==> src/rtl/fetch_decode_queue.sv <==
// -----------------------------------------------------------------------------
// fetch_decode_queue
//
// Purpose:
//   Fetch-to-decode instruction queue. It holds up to DEPTH fetched entries
//   (PC, instruction, exception flag and exception cause) in a circular buffer,
//   so that a decode stall does not stall fetch straight away. Both sides use
//   valid/ready handshakes. The queue supports a two-level flush and a global
//   pipeline lock.
//
// Optional feature:
//   FD_QUEUE_BYPASS_EN - when defined, a fetch entry that arrives while the
//   queue is empty drives the decode outputs in the same cycle. If the decoder
//   takes it and no lock or flush is active, the entry is never written.
//
// Ports:
//   CLK               in   clock, rising edge
//   RST               in   asynchronous reset, active low
//   lock_PIPELINE     in   global stall: freezes push, pop and FLUSH_P2
//   FLUSH_P1          in   high-priority flush, overrides the lock
//   FLUSH_P2          in   low-priority flush, ignored while locked
//   FETCH_VALID       in   fetch presents an entry
//   FETCH_READY       out  queue not full
//   PC_FROM_FETCH     in   fetch PC
//   INST_FROM_FETCH   in   fetched instruction
//   FETCH_XCPT        in   fetch exception flag
//   FETCH_XCPT_CAUSE  in   fetch exception cause
//   DEC_VALID         out  head entry valid
//   DEC_READY         in   decoder consumes the head
//   PC_TO_DECODE      out  head PC (0 when empty)
//   INST_TO_DECODE    out  head instruction (0 when empty)
//   DEC_XCPT          out  head exception flag (0 when empty)
//   DEC_XCPT_CAUSE    out  head exception cause (0 when empty)
//   OCCUPANCY         out  number of valid entries
// -----------------------------------------------------------------------------
module fetch_decode_queue #(
    parameter int DEPTH   = 4,
    parameter int ADDR_W  = 40,
    parameter int INST_W  = 32,
    parameter int CAUSE_W = 64
) (
    input  logic                         CLK,
    input  logic                         RST,
    input  logic                         lock_PIPELINE,
    input  logic                         FLUSH_P1,
    input  logic                         FLUSH_P2,
    input  logic                         FETCH_VALID,
    output logic                         FETCH_READY,
    input  logic [ADDR_W-1:0]            PC_FROM_FETCH,
    input  logic [INST_W-1:0]            INST_FROM_FETCH,
    input  logic                         FETCH_XCPT,
    input  logic [CAUSE_W-1:0]           FETCH_XCPT_CAUSE,
    output logic                         DEC_VALID,
    input  logic                         DEC_READY,
    output logic [ADDR_W-1:0]            PC_TO_DECODE,
    output logic [INST_W-1:0]            INST_TO_DECODE,
    output logic                         DEC_XCPT,
    output logic [CAUSE_W-1:0]           DEC_XCPT_CAUSE,
    output logic [$clog2(DEPTH+1)-1:0]   OCCUPANCY
);

    localparam int PTR_W = $clog2(DEPTH);
    localparam int CNT_W = $clog2(DEPTH+1);

    logic [ADDR_W-1:0]  r_pc_mem    [DEPTH];
    logic [INST_W-1:0]  r_inst_mem  [DEPTH];
    logic               r_xcpt_mem  [DEPTH];
    logic [CAUSE_W-1:0] r_cause_mem [DEPTH];

    logic [PTR_W-1:0]   r_wr_ptr;
    logic [PTR_W-1:0]   r_rd_ptr;
    logic [CNT_W-1:0]   r_count;

    logic               w_full;
    logic               w_empty;
    logic               w_hold;
    logic               w_push;
    logic               w_pop;
    logic               w_bypass_take;
    logic               w_write;
    logic               w_mem_pop;
    logic [INST_W-1:0]  w_inst_in;

    assign w_full      = (r_count == CNT_W'(DEPTH));
    assign w_empty     = (r_count == '0);
    assign FETCH_READY = ~w_full;
    assign OCCUPANCY   = r_count;

    // Any lock or flush blocks both handshakes for the cycle.
    assign w_hold    = lock_PIPELINE | FLUSH_P1 | FLUSH_P2;

    // A faulting fetch never forwards its instruction bits.
    assign w_inst_in = FETCH_XCPT ? '0 : INST_FROM_FETCH;

    // Readiness is judged on the current fill level only, so a full queue
    // turns away fetch even when decode drains an entry in the same cycle.
    assign w_push = FETCH_VALID & ~w_full & ~w_hold;
    assign w_pop  = DEC_VALID & DEC_READY & ~w_hold;

`ifdef FD_QUEUE_BYPASS_EN
    assign DEC_VALID     = ~w_empty | FETCH_VALID;
    // A pop while empty can only consume the bypassed fetch entry.
    assign w_bypass_take = w_empty & w_pop;
`else
    assign DEC_VALID     = ~w_empty;
    assign w_bypass_take = 1'b0;
`endif

    assign w_write   = w_push & ~w_bypass_take;
    assign w_mem_pop = w_pop & ~w_empty;

    // Decode view of the head. Zeros when there is nothing valid, so stale
    // array contents never leak out.
    always_comb begin
        PC_TO_DECODE   = '0;
        INST_TO_DECODE = '0;
        DEC_XCPT       = 1'b0;
        DEC_XCPT_CAUSE = '0;
        if (!w_empty) begin
            PC_TO_DECODE   = r_pc_mem[r_rd_ptr];
            INST_TO_DECODE = r_inst_mem[r_rd_ptr];
            DEC_XCPT       = r_xcpt_mem[r_rd_ptr];
            DEC_XCPT_CAUSE = r_cause_mem[r_rd_ptr];
        end
`ifdef FD_QUEUE_BYPASS_EN
        else if (FETCH_VALID) begin
            PC_TO_DECODE   = PC_FROM_FETCH;
            INST_TO_DECODE = w_inst_in;
            DEC_XCPT       = FETCH_XCPT;
            DEC_XCPT_CAUSE = FETCH_XCPT_CAUSE;
        end
`endif
    end

    // Entry storage carries no reset; validity comes from the count alone.
    always_ff @(posedge CLK) begin
        if (w_write) begin
            r_pc_mem[r_wr_ptr]    <= PC_FROM_FETCH;
            r_inst_mem[r_wr_ptr]  <= w_inst_in;
            r_xcpt_mem[r_wr_ptr]  <= FETCH_XCPT;
            r_cause_mem[r_wr_ptr] <= FETCH_XCPT_CAUSE;
        end
    end

    // DEPTH is a power of two, so the pointers wrap naturally.
    always_ff @(posedge CLK or negedge RST) begin
        if (!RST) begin
            r_wr_ptr <= '0;
            r_rd_ptr <= '0;
            r_count  <= '0;
        end else if (FLUSH_P1) begin
            r_wr_ptr <= '0;
            r_rd_ptr <= '0;
            r_count  <= '0;
        end else if (lock_PIPELINE) begin
            // Lock freezes everything, including a pending FLUSH_P2.
            r_wr_ptr <= r_wr_ptr;
            r_rd_ptr <= r_rd_ptr;
            r_count  <= r_count;
        end else if (FLUSH_P2) begin
            r_wr_ptr <= '0;
            r_rd_ptr <= '0;
            r_count  <= '0;
        end else begin
            if (w_write) begin
                r_wr_ptr <= r_wr_ptr + PTR_W'(1);
            end
            if (w_mem_pop) begin
                r_rd_ptr <= r_rd_ptr + PTR_W'(1);
            end
            if (w_write && !w_mem_pop) begin
                r_count <= r_count + CNT_W'(1);
            end else if (!w_write && w_mem_pop) begin
                r_count <= r_count - CNT_W'(1);
            end
        end
    end

endmodule

==> config.mk <==
export PLATFORM = sky130hd
export DESIGN_NAME = fetch_decode_queue
export DESIGN_NICKNAME = d
export VERILOG_FILES = /design/src/rtl/fetch_decode_queue.sv
export SDC_FILE = /design/constraint.sdc
export NUM_CORES = 1
export LEC_CHECK = 0
export BUFFER_PORTS_ARGS = -buffer_cell sky130_fd_sc_hd__buf_2
export CORE_UTILIZATION = 62
export CTS_CLUSTER_DIAMETER = 80
export DETAILED_ROUTE_END_ITERATION = 8
export GPL_TIMING_DRIVEN = 0
export PLACE_DENSITY_LB_ADDON = 0.1
export SKIP_LAST_GASP = 1
export SYNTH_ARGS = -nofsm -noshare
export SYNTH_HDL_FRONTEND = slang
export SYNTH_SLANG_ARGS = --single-unit
==> constraint.sdc <==
create_clock -name CLK -period 12.7 [get_ports CLK]
set_input_delay 2.54 -clock CLK [delete_from_list [all_inputs] [get_ports CLK]]
set_output_delay 2.54 -clock CLK [all_outputs]
set_load 0.005 [all_outputs]
Word level (Yosys, flattened, before mapping)
Memories as Yosys holds them, arrays and structs flattened. Index checks and enable logic that the tools add are counted. Widths: inputs -> output; s select.

Divide/modulo/power cells: 0. Magnitude comparators: 0. $mul: 0. $add $sub $neg: 4. Mux-type cells: 20. Reduce and logical (&&, ||, !) cells: 11. Eq/ne operators: 2. Bitwise logic cells: 10. Shifts and indexed selects: 0.

Operators by type and width (count): $mux 32 (2); $mux 64 (1); $mux 40 (1); $mux 2 (8); $mux 3 (5); $reduce_and 2->1 (3); $reduce_bool 3->1 (2); $and 1x1->1 (5); $add 2x1->2 const B (2); $reduce_bool 4->1 (1); $add 3x1->3 const B (1); $eq 3x3->1 const B (1); $logic_not 3->1 (1); $mux 1 (3); $not 1->1 (3); $sub 3x1->3 const B (1); $logic_and 1x1->1 (2); $logic_not 1->1 (2); $ne 2x1->1 const B (1); $or 1x1->1 (2).

Output and inout bits: 142. Latch bits: 0. Input port bits: 144. Register bits: 7. Memories kept: 4. ROM bits: 0. Bits in writable memories: 548. Word-level logic and storage cells: 54.

Memory list: r_cause_mem (depth 4, width 64, read ports 1, clocked after Yosys merged registers in 0, wr ports 1, line 68) `logic [CAUSE_W-1:0] r_cause_mem [DEPTH];`; r_pc_mem (depth 4, width 40, read ports 1, clocked after Yosys merged registers in 0, wr ports 1, line 65) `logic [ADDR_W-1:0] r_pc_mem [DEPTH];`; r_inst_mem (depth 4, width 32, read ports 1, clocked after Yosys merged registers in 0, wr ports 1, line 66) `logic [INST_W-1:0] r_inst_mem [DEPTH];`; r_xcpt_mem (depth 4, width 1, read ports 1, clocked after Yosys merged registers in 0, wr ports 1, line 67) `logic r_xcpt_mem [DEPTH];`.

Logic depth before layout (Yosys ltp)
Depth in word-level cells: 11. Gate-level depth with buffers: 8.

Worst setup path before layout
OpenSTA, ideal clock, no wires.

Path type: input -> register. Start: input FLUSH_P1. End: memory r_cause_mem[0][0] (enable). Path buffers: 1. Stages on the path: 4. Arrival time: 6326 ps. Setup time: 513 ps. Required time: 12187 ps. Setup slack: 5861 ps. Cells stage by stage: clkbuf_1 -> nor3_1 -> and3_1 -> and2_1.

Word-level cells in the longest chain between the ends: 6.

Ends and longest elaborated chain: start, declared (line 45) `input logic FLUSH_P1,`; $or 1x1->1 (2 in a row) (line 90) `assign w_hold = lock_PIPELINE | FLUSH_P1 | FLUSH_P2;`; $not 1->1 (line 97) `assign w_push = FETCH_VALID & ~w_full & ~w_hold;`; $and 1x1->1 (line 97); $mux 1 (line 137) `if (w_write) begin`; $mux 1 (not written as such) (line 141) `r_cause_mem[r_wr_ptr] <= FETCH_XCPT_CAUSE;`; end, declared (line 68).

Every way passes these cells.

Worst setup path after layout
Start: register r_count[0], in the netlist OCCUPANCY[0]. End: output DEC_XCPT_CAUSE[8].

Word-level cells in the longest chain between the ends: 2.

Ends and longest elaborated chain: start, declared (line 72) `logic [CNT_W-1:0] r_count;`; start signal, assigned (line 159) `r_count <= r_count;`; start signal, assigned (line 172) `r_count <= r_count + CNT_W'(1);`; start signal, assigned (line 174) `r_count <= r_count - CNT_W'(1);`; $logic_not 3->1 (line 85) `assign w_empty = (r_count == '0);`; $mux 64 (line 119) `if (!w_empty) begin`; end, declared (line 58) `output logic [CAUSE_W-1:0] DEC_XCPT_CAUSE,`.

Every way passes these cells.

==> key figures <==
Outcome
  – Status: complete, no violations

Pwr
  – Switching power: 0.6758 mW
  – Logic pwr share: 0.026
  – VDD IR max: 0.1371 mV
  – P_int: 2.888 mW
  – Clk pwr share: 0.405
  – Total power: 3.564 mW
  – Pwr/cell area: 141.0 nW/µm²
  – Sw Ratio: 0.1896
  – Static leakage: 8.751 nW
  – Sequential Power Share: 0.569

Yosys
  – Mean Syn Cell Area: 22.15 µm²
  – YS warnings: 0
  – Async S/R FF share, synth: 0.01261
  – Sequential area share after synthesis: 0.7750
  – Synth cell types: 33
  – Synthesized area: 21460 µm²
  – Synth Register Bits: 555
  – Post-synth EDFFs: 548
  – Syn Nets: 1119
  – Post-synth top flop: edfxtp_1
  – Synth Instances: 969

Place
  – Post-placement cell count: 1709
  – Post-DP Area: 23670 µm²
  – Final GP Congestion: 0.7795
  – IO Port Bufs: 284
  – DP HPWL: 25.55 mm
  – Pre-CTS setup slack: 7503 ps

Drt
  – Post-Route WL: 41.00 mm
  – Number of remaining DRC errors: 0
  – First drt pass iteration count: 5
  – First DRT Iteration DRCs: 686
  – Antenna-violating nets left: 0
  – Routed vias/inst: 5.728
  – WL per Instance: 22.63 µm
  – DR vias: 10379

Critical path
  – Worst path top cell family by delay: buffers and inverters
  – Worst Setup End Kind: output pin
  – Worst-path maximum fanout: 10
  – WP data arrival: 2780 ps
  – Worst-path cell chain: or3_1 -> clkbuf_1 -> clkbuf_1 -> and2_1 -> buf_2
  – Worst EP required: 10160 ps
  – Buf/Inv on CP: 3
  – Crit path kind: reg2out
  – Critical path's largest stage delay: 740 ps
  – CP dominant cell by count: clkbuf_1
  – Startpoint Class: register
  – CP max stage cell: clkbuf_1

GRT
  – GRT Total Usage: 0.2381
  – Gr ovfl total: 0
  – Initial antenna violation count: 11
  – Largest net degree at the start of global routing: 56
  – Vias in the first global route: 10595
  – First-pass GRT wire length: 62.07 mm

Timing
  – F_max: 187.8 MHz
  – Final setup margin: 7376 ps
  – WHS: 627.6 ps
  – Actual slew at the worst max-slew pin: 980.2 ps
  – Setup TNS: 0 ps
  – RSZ-0062 raised after global routing: no
  – Hold Vio Cnt, Final: 0
  – Slew HR: 0.3465
  – Clock skew: 10.64 ps
  – Final period utilization: 0.4192
  – Final Slew Violations: 0
  – Setup violators final: 0
  – Final Critical Period: 5324 ps

Finish
  – Proportion of layout cells with a drive suffix above 1: 0.3923
  – Most frequent cells in the layout: edfxtp_1, buf_2, mux4_2, and2_1, clkbuf_16
  – Commonest non-fill, non-tap cell in the layout: edfxtp_1
  – Nets@finish: 1466
  – Final std cells w/o fill: 1812
  – Layout Cell Area excl Fill: 25280 µm²
  – Area Growth Syn to Fin: 17.78%
  – Final Util: 0.7482

Clocking
  – Clock Tree Buf Depth: 3
  – TritonCTS Buffers: 53
  – CTS HTree Levels: 2
  – Root buffer cell: clkbuf_16
  – Post-CTS sizing: 0
  – Clk slew on worst S/H paths: 60 ps
  – Sink Count: 555
  – Clock Latency Late Sink: 570 ps
  – CTS tree: built
  – Post-CTS Setup Bufs: 0
  – Hold bufs inserted after CTS: 0

Floorplan
  – Die width: 188.0 µm
  – Ports: 286
  – Initial Utilization: 0.6352
  – Die Height: 188.0 µm
  – Die ar.: 35360 µm²
  – Site Rows: 67
  – Placeable Area: 33780 µm²

Hold path
  – Min-Delay Path Class: reg2reg

Run
  – Max cap viols: 0
[flip-flops by register name, indices dropped and copies added (netlist names)]
register,count
OCCUPANCY,3
r_inst_mem,128
r_rd_ptr,2
r_wr_ptr,2
r_cause_mem,256
r_xcpt_mem,4
r_pc_mem,160
[per-layer routing]
metal  vias to the layer above  part of all wire  GRT usage
met4                        12             0.021    0.06817
met3                        72             0.077    0.07056
met2                       331              0.50     0.3750
met5                         -            0.0018          0
met1                      5324              0.41     0.3286
li1                       4640                 -          -
[cells by family (layout without fill, tap and decap cells)]
kind of cell	Yosys count	count (layout)	share of synthesized area
DFF	555	555	0.7750
and+or+nand+nor	195	195	0.05644
muxes	137	137	0.1438
buffers and inverters	59	446	0.01545
AOI/OAI and AO/OA	16	16	0.005073
adders and majority gates	6	6	0.003848
xor gates and xnor gates	1	1	0.0004082
other	0	8	0
[layout make-up]
type,count,area (µm²)
flip-flops and latches,555,16630
repair buffers,292,1642
diodes,8,20.02
clock inverters,30,212.7
multi-input cells,355,4507
plain buffers,54,312.8
inverters,5,18.77
well taps,448,560.5
clock buffers,65,1371
fillers,1946,8508
[Yosys cell counts (all sizes together), types with 2 or more instances]
master	n	area, µm²
a31oi	3	18.77
clkbuf	26	98.84
ha	5	62.56
buf	28	214.0
inv	5	18.77
nor2b	35	219.0
edfxtp	548	16460
nor3	2	10.01
or3	5	31.28
a211o	2	17.52
and2	141	882.1
a21oi	4	20.02
nand3	3	15.01
dfrtp	7	175.2
o21ai	2	10.01
mux4	137	3085
nand2	3	11.26
[final timing paths]
kind                         startpoint  slack (ps)  cells after the start                end
setup / recovery           OCCUPANCY[0]        7380                      5  DEC_XCPT_CAUSE[8]
setup reg to reg           OCCUPANCY[2]        9970                      6    r_pc_mem[1][28]
hold / removal              r_wr_ptr[0]         630                      2        r_wr_ptr[0]
hold reg to reg             r_wr_ptr[0]         630                      2        r_wr_ptr[0]
min in group asynchronous           RST        1790                      1       OCCUPANCY[2]
max in group asynchronous           RST       10750                      1        r_wr_ptr[1]
[worst register-to-register path: cells and delay by family (launching register included)]
| family | cells | cell delay, ps |
|---|---|---|
| buffers and inverters | 3 | 830 |
| flip-flops | 1 | 460 |
| AND/OR/NAND/NOR | 3 | 1080 |
[power by group through the flow]
stage / Sequential [mW] / Clock, mW / Combinational [mW]
after floorplan: 2.07 / 0 / 0.0365
after global placement: 2.07 / 0 / 0.0875
after detailed placement: 2.07 / 0 / 0.0933
after CTS: 2.03 / 1.47 / 0.0938
after global routing: 2.03 / 1.54 / 0.102
final: 2.03 / 1.44 / 0.0927
No activity file was read; power rests on OpenSTA's default activity.
